## src/rtl/pwm_pkg.sv

```systemverilog
// Shared types and reset defaults for the complementary dead-time PWM.
package pwm_pkg;

  localparam int unsigned DEF_PERIOD = 25000000;
  localparam int unsigned DEF_DUTY   = 12500000;
  localparam int unsigned MIN_PERIOD = 2;

  typedef enum logic {IDLE, DEAD} state_t;

endpackage

```

## src/rtl/pwm_deadtime.sv

```systemverilog
// One complementary output pair: follows raw, inserts dt both-low cycles on every raw edge.
module pwm_deadtime
  import pwm_pkg::*;
#(
  parameter int unsigned DT_W = 8
) (
  input  logic            clk,
  input  logic            rst,
  input  logic            en,
  input  logic            raw,
  input  logic [DT_W-1:0] dt,
  output logic            h,
  output logic            l
);

  state_t          state_q;
  logic [DT_W-1:0] dtc_q;
  logic            raw_q;
  logic            en_q;
  logic            h_q;
  logic            l_q;
  logic            trig;

  // The first enabled cycle is treated like a raw edge so a restart always begins dead.
  assign trig = (raw != raw_q) || !en_q;

  always_ff @(posedge clk or posedge rst) begin
    if (rst) begin
      state_q <= IDLE;
      dtc_q   <= '0;
      raw_q   <= 1'b0;
      en_q    <= 1'b0;
      h_q     <= 1'b0;
      l_q     <= 1'b0;
    end else begin
      raw_q <= raw;
      en_q  <= en;
      if (!en) begin
        state_q <= DEAD;
        dtc_q   <= '0;
        h_q     <= 1'b0;
        l_q     <= 1'b0;
      end else if (trig && dt != '0) begin
        state_q <= DEAD;
        dtc_q   <= dt;
        h_q     <= 1'b0;
        l_q     <= 1'b0;
      end else if (state_q == DEAD && !trig && dtc_q > DT_W'(1)) begin
        dtc_q <= dtc_q - DT_W'(1);
        h_q   <= 1'b0;
        l_q   <= 1'b0;
      end else begin
        state_q <= IDLE;
        dtc_q   <= '0;
        h_q     <= raw;
        l_q     <= !raw;
      end
    end
  end

  assign h = h_q;
  assign l = l_q;

endmodule

```

## src/rtl/pwm_comp_dt.sv

```systemverilog
// N-channel complementary PWM: shared period counter, shadowed period/duty/dead-time,
// per-channel dead-time insertion.
module pwm_comp_dt #(
  parameter int unsigned CH         = 2,
  parameter int unsigned CW         = 27,
  parameter int unsigned DT_W       = 8,
  parameter int unsigned DEF_PERIOD = pwm_pkg::DEF_PERIOD,
  parameter int unsigned DEF_DUTY   = pwm_pkg::DEF_DUTY
) (
  input  logic             clk,
  input  logic             rst,
  input  logic             en,
  input  logic [CW-1:0]    period,
  input  logic [CH*CW-1:0] duty,
  input  logic [DT_W-1:0]  deadtime,
  input  logic             load,
  output logic             load_ack,
  output logic             cyc_start,
  output logic [CH-1:0]    pwm_h,
  output logic [CH-1:0]    pwm_l
);

  localparam logic [CW-1:0] PER_RST  = CW'(DEF_PERIOD);
  localparam logic [CW-1:0] DUTY_RST = CW'(DEF_DUTY);
  localparam logic [CW-1:0] PER_MIN  = CW'(pwm_pkg::MIN_PERIOD);

  logic [CW-1:0]    cnt_q, cnt_d;
  logic [CW-1:0]    per_sh_q, per_st_q;
  logic [CH*CW-1:0] duty_sh_q, duty_st_q;
  logic [DT_W-1:0]  dt_sh_q, dt_st_q;
  logic             pend_q;
  logic             load_ack_q;
  logic             cyc_start_q;
  logic [CW-1:0]    eff_per, last_cnt;
  logic             at_end, upd;
  logic [CH-1:0]    raw;

  always_comb begin
    eff_per  = (per_sh_q < PER_MIN) ? PER_MIN : per_sh_q;
    last_cnt = eff_per - CW'(1);
    at_end   = (cnt_q >= last_cnt);
    cnt_d    = (!en || at_end) ? '0 : cnt_q + CW'(1);
    // A load arriving on the boundary cycle is applied directly, bypassing staging.
    upd      = (pend_q || load) && (at_end || !en);
  end

  always_ff @(posedge clk or posedge rst) begin
    if (rst) begin
      cnt_q       <= '0;
      per_sh_q    <= PER_RST;
      duty_sh_q   <= {CH{DUTY_RST}};
      dt_sh_q     <= '0;
      per_st_q    <= '0;
      duty_st_q   <= '0;
      dt_st_q     <= '0;
      pend_q      <= 1'b0;
      load_ack_q  <= 1'b0;
      cyc_start_q <= 1'b0;
    end else begin
      cnt_q       <= cnt_d;
      load_ack_q  <= upd;
      cyc_start_q <= en && (cnt_q == '0);
      if (load) begin
        per_st_q  <= period;
        duty_st_q <= duty;
        dt_st_q   <= deadtime;
      end
      if (upd) begin
        per_sh_q  <= load ? period   : per_st_q;
        duty_sh_q <= load ? duty     : duty_st_q;
        dt_sh_q   <= load ? deadtime : dt_st_q;
        pend_q    <= 1'b0;
      end else if (load) begin
        pend_q <= 1'b1;
      end
    end
  end

  always_comb begin
    raw = '0;
    for (int unsigned i = 0; i < CH; i++) begin
      raw[i] = (cnt_q < duty_sh_q[i*CW +: CW]);
    end
  end

  for (genvar g = 0; g < CH; g++) begin : g_ch
    pwm_deadtime #(
      .DT_W(DT_W)
    ) u_dt (
      .clk(clk),
      .rst(rst),
      .en (en),
      .raw(raw[g]),
      .dt (dt_sh_q),
      .h  (pwm_h[g]),
      .l  (pwm_l[g])
    );
  end

  assign load_ack  = load_ack_q;
  assign cyc_start = cyc_start_q;

endmodule

```

## config.mk

```make
export PLATFORM = sky130hd
export DESIGN_NAME = pwm_comp_dt
export DESIGN_NICKNAME = d
export VERILOG_FILES = /design/src/rtl/pwm_pkg.sv /design/src/rtl/pwm_deadtime.sv /design/src/rtl/pwm_comp_dt.sv
export SDC_FILE = /design/constraint.sdc
export NUM_CORES = 1
export LEC_CHECK = 0
export CORE_MARGIN = 1.5
export CORE_UTILIZATION = 35
export CTS_CLUSTER_SIZE = 20
export DETAILED_ROUTE_END_ITERATION = 8
export GPL_ROUTABILITY_DRIVEN = 0
export PLACE_DENSITY_LB_ADDON = 0.15
export SKIP_CTS_REPAIR_TIMING = 1
export SLEW_MARGIN = 20
export SYNTH_ARGS = -nofsm -noshare
export SYNTH_HDL_FRONTEND = slang
export SYNTH_HIERARCHICAL = 1
export SYNTH_SLANG_ARGS = --single-unit
```

## constraint.sdc

```tcl
create_clock -name clk -period 8.52 [get_ports clk]
set_clock_uncertainty 0.1 [all_clocks]
set_input_delay 1.278 -clock clk [delete_from_list [all_inputs] [get_ports clk]]
set_output_delay 1.278 -clock clk [all_outputs]
set_load 0.01 [all_outputs]
```

; ---- Word level (Yosys, flattened, before mapping)
; Cells that the tools add are included.
[word_totals]
word_cells = 87
reg_bits = 233
latchBits = 0
input_bits = 93
memories = 0
mem_bits_rw = 0
romBits = 0
[op_classes]
add_sub_neg = 4
n_bitwise = 0
n_lt_le_gt_ge = 6
multipliers = 0
shift = 0
reduce_logical = 21
eq_ne = 4
muxes = 31
div_mod_pow = 0
[op_table]
columns = operator, count
row1 = $mux 27, 3
row2 = $mux 8, 7
row3 = $lt 27x27->1, 2
row4 = $mux 54, 1
row5 = $add 27x1->27 const B, 1
row6 = $ge 27x27->1, 1
row7 = $logic_not 27->1, 1
row8 = $lt 27x2->1 const B, 1
row9 = $sub 27x1->27 const B, 1
row10 = $mux 1, 20
row11 = $gt 8x1->1 const B, 2
row12 = $sub 8x1->8 const B, 2
row13 = $logic_and 1x1->1, 8
row14 = $reduce_bool 8->1, 1
row15 = $logic_not 1->1, 6
row16 = $ne 3x2->1 const B, 2
row17 = $logic_or 1x1->1, 4
row18 = $ne 1x1->1, 2
row19 = $reduce_bool 2->1, 1

; ---- Logic depth before layout (Yosys ltp)
; Gate-level depths: netlist of run 1.
[depth]
ltp_word = 9
depth_mapped = 18

; ---- By module
; The synthesis of run 1 kept the hierarchy.
[modules_own_cells]
columns = module, seq_area_each_um2, n_inst, area_per_inst_um2, cells_each
row1 = pwm_comp_dt, 5250.0, 1, 10410.0, 846
row2 = pwm_deadtime, 325.3, 2, 709.4, 69

; ---- Worst setup path before layout of run 1
; Ideal clock, no wire load.
[synth_timing]
kind = register to register
start = register per_sh_q[9]
end = register dt_sh_q[0]
arrival_ns = 4.602
path_slack_ns = 3.693
t_required_ns = 8.295
setup_time_ns = 0.125
path_stages_with_launch = 19
path_cell_list = dfrtp_1 -> or4_4 -> or4_4 -> nor3_1 -> nand2_1 -> nand2_1 -> ha_1 -> nand3_1 -> nor3_4 -> nand2_1 -> xor2_1 -> ha_1 -> nand2_1 -> o21a_1 -> o211a_1 -> o21a_1 -> a211oi_2 -> buf_2 -> mux2_2
[synth_between]
elab_chain_len = 6
[synth_lines]
columns = item, line
row1 = "start, declared", pwm_comp_dt.sv:28  ; logic [CW-1:0] per_sh_q, per_st_q;
row2 = "start signal, assigned", pwm_comp_dt.sv:69  ; per_sh_q <= load ? period : per_st_q;
row3 = $lt 27x2->1, pwm_comp_dt.sv:39  ; eff_per = (per_sh_q < PER_MIN) ? PER_MIN : per_sh_q;
row4 = $mux 27 (*), pwm_comp_dt.sv:39
row5 = $sub 27x1->27 (*), pwm_comp_dt.sv:40  ; last_cnt = eff_per - CW'(1);
row6 = $ge 27x27->1 (*), pwm_comp_dt.sv:41  ; at_end = (cnt_q >= last_cnt);
row7 = $logic_or 1x1->1 (*), pwm_comp_dt.sv:44  ; upd = (pend_q || load) && (at_end || !en);
row8 = $logic_and 1x1->1 (*), pwm_comp_dt.sv:44
row9 = "end signal, assigned", pwm_comp_dt.sv:71  ; dt_sh_q <= load ? deadtime : dt_st_q;
row10 = "end, declared", pwm_comp_dt.sv:30  ; logic [DT_W-1:0] dt_sh_q, dt_st_q;
; Every way passes the cells marked *; elsewhere a longest branch is shown, timed or not.
; A chain may end at the register's enable or synchronous reset.

; ---- Final worst setup path of run 1
[layout_timing]
start = register per_sh_q[9]
end = register duty_sh_q[7]
[layout_between]
elab_chain_len = 6
[layout_lines]
columns = item, line
row1 = $lt 27x2->1, pwm_comp_dt.sv:39
row2 = $mux 27 (*), pwm_comp_dt.sv:39
row3 = $sub 27x1->27 (*), pwm_comp_dt.sv:40
row4 = $ge 27x27->1 (*), pwm_comp_dt.sv:41
row5 = $logic_or 1x1->1 (*), pwm_comp_dt.sv:44
row6 = $logic_and 1x1->1 (*), pwm_comp_dt.sv:44
row7 = "end signal, assigned", pwm_comp_dt.sv:51  ; duty_sh_q <= {CH{DUTY_RST}};
row8 = "end signal, assigned", pwm_comp_dt.sv:70  ; duty_sh_q <= load ? duty : duty_st_q;
row9 = "end, declared", pwm_comp_dt.sv:29  ; logic [CH*CW-1:0] duty_sh_q, duty_st_q;
; Marks and branches as above.

==> results of run 1 <==
[area by class of cell]
class	instances	area [um^2]	share of cell area [%]
Inverter	66	255	1.78
Sequential cell	234	5900	41.2
Timing Repair Buffer	106	1040	7.26
Multi-Input combinational cell	660	5590	39.0
Tap cell	448	561	3.92
Clock inverter	13	129	0.901
Clock buffer	41	841	5.88
[metrics by stage]
stage / instances / total power, mW
2_1_floorplan: 984 / 1.95
3_3_place_gp: 1514 / 2.15
3_5_place_dp: 1514 / 2.16
4_1_cts: 1568 / 3.41
5_1_grt: 1568 / 3.57
6_report: 1568 / 3.35
[cell families after synthesis]
kind of cell,synth area share (%)
muxes,17.2
DFF,49.9
adders and majority gates,9.10
AOI/OAI and AO/OA,5.76
buffers and inverters,2.97
xor gates and xnor gates,4.29
and+or+nand+nor,10.8
[critical path: cells and delay by family, from the launching register on]
family / cells / cell delay (ps)
DFF: 1 / 430
and+or+nand+nor: 9 / 2460
adders and majority gates: 2 / 500
buffers and inverters: 1 / 450
muxes: 1 / 390
AOI/OAI and AO/OA: 4 / 770
xor gates and xnor gates: 1 / 180
[worst paths after layout]
kind | end | slack (ps) | cells after the start
worst max-delay path | duty_sh_q[7]$_DFFE_PP0P_ | 3090 | 18
worst min-delay path | duty_st_q[21]$_DFF_PP0_ | 390 | 1
worst max register to register | duty_sh_q[7]$_DFFE_PP0P_ | 3090 | 18
worst min register to register | duty_st_q[21]$_DFF_PP0_ | 390 | 1
max in group asynchronous | duty_st_q[41]$_DFF_PP0_ | 5520 | 3
min in group asynchronous | g_ch[0].u_dt/dtc_q[6]$_DFF_PP0_ | 1180 | 2
[registers in the layout, summed over array words and instances (netlist names), 8 cells and up]
signal and cells:
duty_sh_q 54, duty_st_q 54, cnt_q 27, per_sh_q 27, per_st_q 27, g_ch.u_dt/dtc_q 16
dt_sh_q 8, dt_st_q 8
[routing by layer]
layer / track usage (%) / vias up / share of wire (%)
li1: - / 3739 / -
met1: 20.3 / 3780 / 46
met2: 25.7 / 140 / 46
met3: 2.68 / 47 / 5.2
met4: 5.15 / 0 / 2.7
met5: 0 / - / 0
[power groups by stage]
stage / combinational, mW / sequential, mW / clock [mW]
after CTS: 0.671 / 1.48 / 1.26
after floorplan: 0.511 / 1.44 / 0
after global routing: 0.752 / 1.51 / 1.31
final: 0.657 / 1.48 / 1.22
after global placement: 0.655 / 1.49 / 0
after detailed placement: 0.666 / 1.50 / 0
[cells in the final DEF, fill, tap and decap left out, drive strengths merged, types with 4 or more instances in the layout]
cell type and count:
inv 67, clkbuf 41, o21a 4, or3 12
buf 9, nand2b 6, nand2 45, nand3 23
and3 8, nor2 67, a211o 5, a31o 4
a211oi 9, ha 86, a21o 10, mux2 179
xnor2 26, a21boi 10, xor2 32, o21ai 15
a21oi 22, nor3 20, nor4 13, or4 10
dfrtp 198, clkdlybuf4s50 97, nand4 19, dfstp 36
clkinv 9
==> impl_metrics.ini, run 1 <==
[route]
postRouteAntennaNets = 0
first_iter_violations = 238
post_drt_wl_per_cell_um = 16.5
via_per_inst = 4.91
drc_errors = 0
routed-via-count = 7706
drt_wl_total_um = 25900
first_pass_iters = 4

[sta]
setup_viol_count_final = 0
fin_ws_ps = 3090
fmax_mhz = 184
rsz0062_at_grt = no
hold_viol_final = 0
period_share_pct = 63.7
setup-tns-final_ps = 0
drv_slew = 0
max_slew_margin_pct = 37.0
post-route-min-period_ps = 5430
tightest_slew_ps = 945
hold_slack_ps = 391

[synth]
synth_seq_cells = 234
synthesis.area_um2 = 11800
synth-edff-count = 0
yosysMostFrequentCell = dfrtp_1
synth_cells = 984
ys_types = 57
synth_common_cells = dfrtp_1, mux2_2, ha_1, inv_1, nor2_1
yosysTopAreaCell = dfrtp_1
synth.net_count = 1163
synth.area.top_cells = dfrtp_1, mux2_2, ha_1
synth-main-ff-cell = dfrtp_1
async_flop_share_pct = 100
yosysSeqAreaShare_pct = 49.9
yosys_warnings = 6
syn_area_per_cell_um2 = 12.0
yosysTopAreaCellShare_pct = 41.9

[finish]
layout-drive-gt1-share_pct = 26.8
syn_to_final_growth_pct = 21.0
fin_nets = 1276
fin_util_pct = 42.9
fillers = 3202
antennaDiodeCount = 0
final_area_um2 = 14300

[place]
dp_hpwl_um = 18000
dp_slack_ps = 3070
dpl_cell_area_um2 = 13300
port_buffers = 98

[pwr]
leakage_nw = 6.31
peakVddDrop_v = 0.000136
p_sw_mw = 0.931
seqPwrFrac_pct = 44.0
power_frac_comb_pct = 19.6
power.density_nw_per_um2 = 234
clkPwrFrac_pct = 36.4
cell_internal_pwr_mw = 2.42
switching_share_pct = 27.8

[worst_setup_path]
cp_cell_sequence = or4_4 -> or4_4 -> nor3_1 -> nand2_1 -> nand2_1 -> ha_1 -> nand3_1 -> nor3_4 -> nand2_1 -> xor2_1 -> ha_1 -> nand2_1 -> o21a_1 -> o211a_1 -> o21a_1 -> a211oi_4 -> buf_4 -> mux2_2
crit_required_ps = 8850
critPathMostFrequentCell = nand2_1
regToRegStartpoint = per_sh_q[9]$_DFFE_PP0P_
cp-start-kind = flop
crit_slowest_cell = or4_4
cp-end-kind = flop
cp_max_fo = 34
cp-startpoint = per_sh_q[9]$_DFFE_PP0P_
arrival_ps = 5760
crit_type = reg -> reg
slowest_delay_ps = 560

[global_route]
grtUsageTotal_pct = 15.4
grt-ovfl-total = 0
grt_antenna_before_repair = 0
grt_pass1_wl_um = 43400
grt_max_degree = 137
first_global_vias = 8133

[clocking]
clk_pin_slew_worst_paths_ps = 60
clock_latency_ps = 550
clock-sinks = 234
clk_path_buf_depth = 3
cts_buffers = 29
clockRootBuffer = clkbuf_16
cts_tree = done
cts_max_level = 1

[hold_path]
hp-start = duty_st_q[21]$_DFF_PP0_
hp-class = reg -> reg

[die]
initial_core_util_pct = 35.5
ioPinCount = 99
die_h_um = 187
fp.coreArea_um2 = 33400
die_x_um = 187
die_area_um2 = 34900
placementRows = 67

[job]
cap_viol_max_count = 0

[run_status]
outcome = finished clean
No activity file was read; power rests on OpenSTA's default activity.
==> inputs of run 2 (changes only) <==
Clock period 8.52 ns to 4.7 ns, I/O delays scaled along.
==> impl_metrics.ini, run 2 (synthesis gave the netlist of run 1 again) <==
[pwr]
p_sw_mw = 1.76
seqPwrFrac_pct = 41.1
switching_share_pct = 26.9
peakVddDrop_v = 0.000227
power_frac_comb_pct = 21.1
cell_internal_pwr_mw = 4.77
leakage_nw = 6.78
clkPwrFrac_pct = 37.8
power.density_nw_per_um2 = 432

[hold_path]
hold_end = duty_st_q[33]$_DFF_PP0_
hp-class = reg -> reg
hp-start = duty_st_q[33]$_DFF_PP0_
whs_path_depth = 1

[die]
ioPinCount = 99
fp.coreArea_um2 = 33400
placementRows = 67
die_x_um = 187
die_h_um = 187
die_area_um2 = 34900
initial_core_util_pct = 35.5

[worst_setup_path]
r2r-end = duty_sh_q[22]$_DFFE_PP0P_
crit_required_ps = 5010
cp-end-kind = flop
crit_slowest_cell = or4_4
crit_type = reg -> reg
regToRegStartpoint = per_sh_q[9]$_DFFE_PP0P_
slowest_delay_ps = 540
rr_worst_depth = 18
cp-startpoint = per_sh_q[9]$_DFFE_PP0P_
cp-start-kind = flop
crit_family = simple AND/OR/NAND/NOR gates
cp_max_fo = 7
cp_cell_sequence = or4_4 -> or4_4 -> nor3_4 -> nand2_2 -> nand2_2 -> ha_4 -> nand3_4 -> nor3_4 -> nand3_1 -> xor2_1 -> ha_1 -> o2111ai_2 -> o211a_1 -> o21a_1 -> a211oi_4 -> buf_6 -> clkbuf_16 -> mux2_4
path_buf_inv = 2
r2r_setup_slack_ps = 90
arrival_ps = 4920

[route]
first_pass_iters = 4
drc_errors = 0
first_iter_violations = 309
post_drt_wl_per_cell_um = 17.2
via_per_inst = 4.87
postRouteAntennaNets = 0
routed-via-count = 7765
drt_wl_total_um = 27400

[sta]
period_share_pct = 98.1
max_slew_margin_pct = 38.7
rsz0062_at_grt = yes
hold_slack_ps = 393
setup_viol_count_final = 0
hold_viol_final = 0
fmax_mhz = 217
drv_slew = 0
post-route-min-period_ps = 4610
tightest_slew_ps = 919
setup-tns-final_ps = 0

[place]
dp_hpwl_um = 18800
dpl_cell_area_um2 = 13500
port_buffers = 98

[finish]
final_common_cell = dfrtp_1
syn_to_final_growth_pct = 27.7
layout_common_cells = dfrtp_1, mux2_2, clkdlybuf4s50_1
reg_top3 = duty_sh_q (54), duty_st_q (54)
antennaDiodeCount = 0
final_area_um2 = 15100
fin_nets = 1304
layout-drive-gt1-share_pct = 29.4

[global_route]
grt_antenna_before_repair = 0
grtUsageTotal_pct = 15.5
grt_max_degree = 124
grt_pass1_wl_um = 43800
first_global_vias = 8148
grt-ovfl-total = 0

[job]
cap_viol_max_count = 0

[clocking]
clk_path_buf_depth = 3
clockRootBuffer = clkbuf_16
clock-sinks = 234
cts_tree = done
cts_max_level = 1
clock_latency_ps = 550
clk_pin_slew_worst_paths_ps = 60
cts_buffers = 27

[run_status]
outcome = finished clean
## run 2: cell count changes in the layout (fill, tap and decap cells not counted), moves of 5 or more
cell       before  now
mux2_2        179  116
mux2_4          0   63
buf_4           9   22
bufinv_16       2    9
buf_12          0    5
buf_6           0    5
clkbuf_1        5    0
## run 2: per-stage QoR
stage / utilization [%] / instances / setup slack [ps] / power, mW
2_1_floorplan: - / 984 / -16.4 / 3.53
3_3_place_gp: 40.6 / 1533 / 35.0 / 3.94
3_5_place_dp: 40.6 / 1533 / -58.1 / 3.97
4_1_cts: 43.8 / 1583 / -71.2 / 6.48
5_1_grt: 45.3 / 1594 / -145 / 6.90
6_report: 45.3 / 1594 / 90.9 / 6.53
## run 2: routing by layer
| metal | wire length, um | GRT usage, % | vias to the layer above | part of all wire [%] |
|---|---|---|---|---|
| li1 | - | - | 3774 | - |
| met1 | 13000 | 20.8 | 3828 | 47 |
| met5 | 0 | 0 | - | 0 |
| met3 | 1050 | 2.63 | 39 | 3.8 |
| met2 | 12900 | 25.7 | 124 | 47 |
| met4 | 501 | 4.34 | 0 | 1.8 |
## run 2: worst max-delay path by stage
stage	slack, ps	end	cells past startpoint
after floorplan	-20	dt_sh_q[3]$_DFFE_PP0P_	18
after global placement	30	duty_sh_q[30]$_DFFE_PP0P_	17
after detailed placement	-60	duty_sh_q[30]$_DFFE_PP0P_	17
after CTS	-70	per_sh_q[0]$_DFFE_PP0P_	18
after global routing	-150	duty_sh_q[22]$_DFFE_PP0P_	19
final	90	duty_sh_q[22]$_DFFE_PP0P_	18
## run 2: layout make-up
cell class / count / area, um^2
clock buffer: 30 / 717
clock inverter: 20 / 350
fill: 3149 / 18300
inverter: 66 / 251
multi-input combinational: 660 / 5870
sequential: 234 / 5900
tap: 448 / 561
timing repair buffer: 136 / 1460
## run 2: worst register-to-register path, cell delays in order, from the launching register on
cell and delay, ps:
dfrtp_1 370, or4_4 540, or4_4 450, nor3_4 160, nand2_2 90, nand2_2 90
ha_4 150, nand3_4 70, nor3_4 280, nand3_1 120, xor2_1 180, ha_1 310
o2111ai_2 140, o211a_1 250, o21a_1 140, a211oi_4 320, buf_6 240, clkbuf_16 180
mux2_4 290
## run 2: power groups by stage
stage | Clock (mW) | Sequential, mW | Combinational (mW)
6_report | 2.47 | 2.68 | 1.38
5_1_grt | 2.62 | 2.73 | 1.55
3_3_place_gp | 0 | 2.71 | 1.23
2_1_floorplan | 0 | 2.60 | 0.929
3_5_place_dp | 0 | 2.72 | 1.25
4_1_cts | 2.54 | 2.68 | 1.26
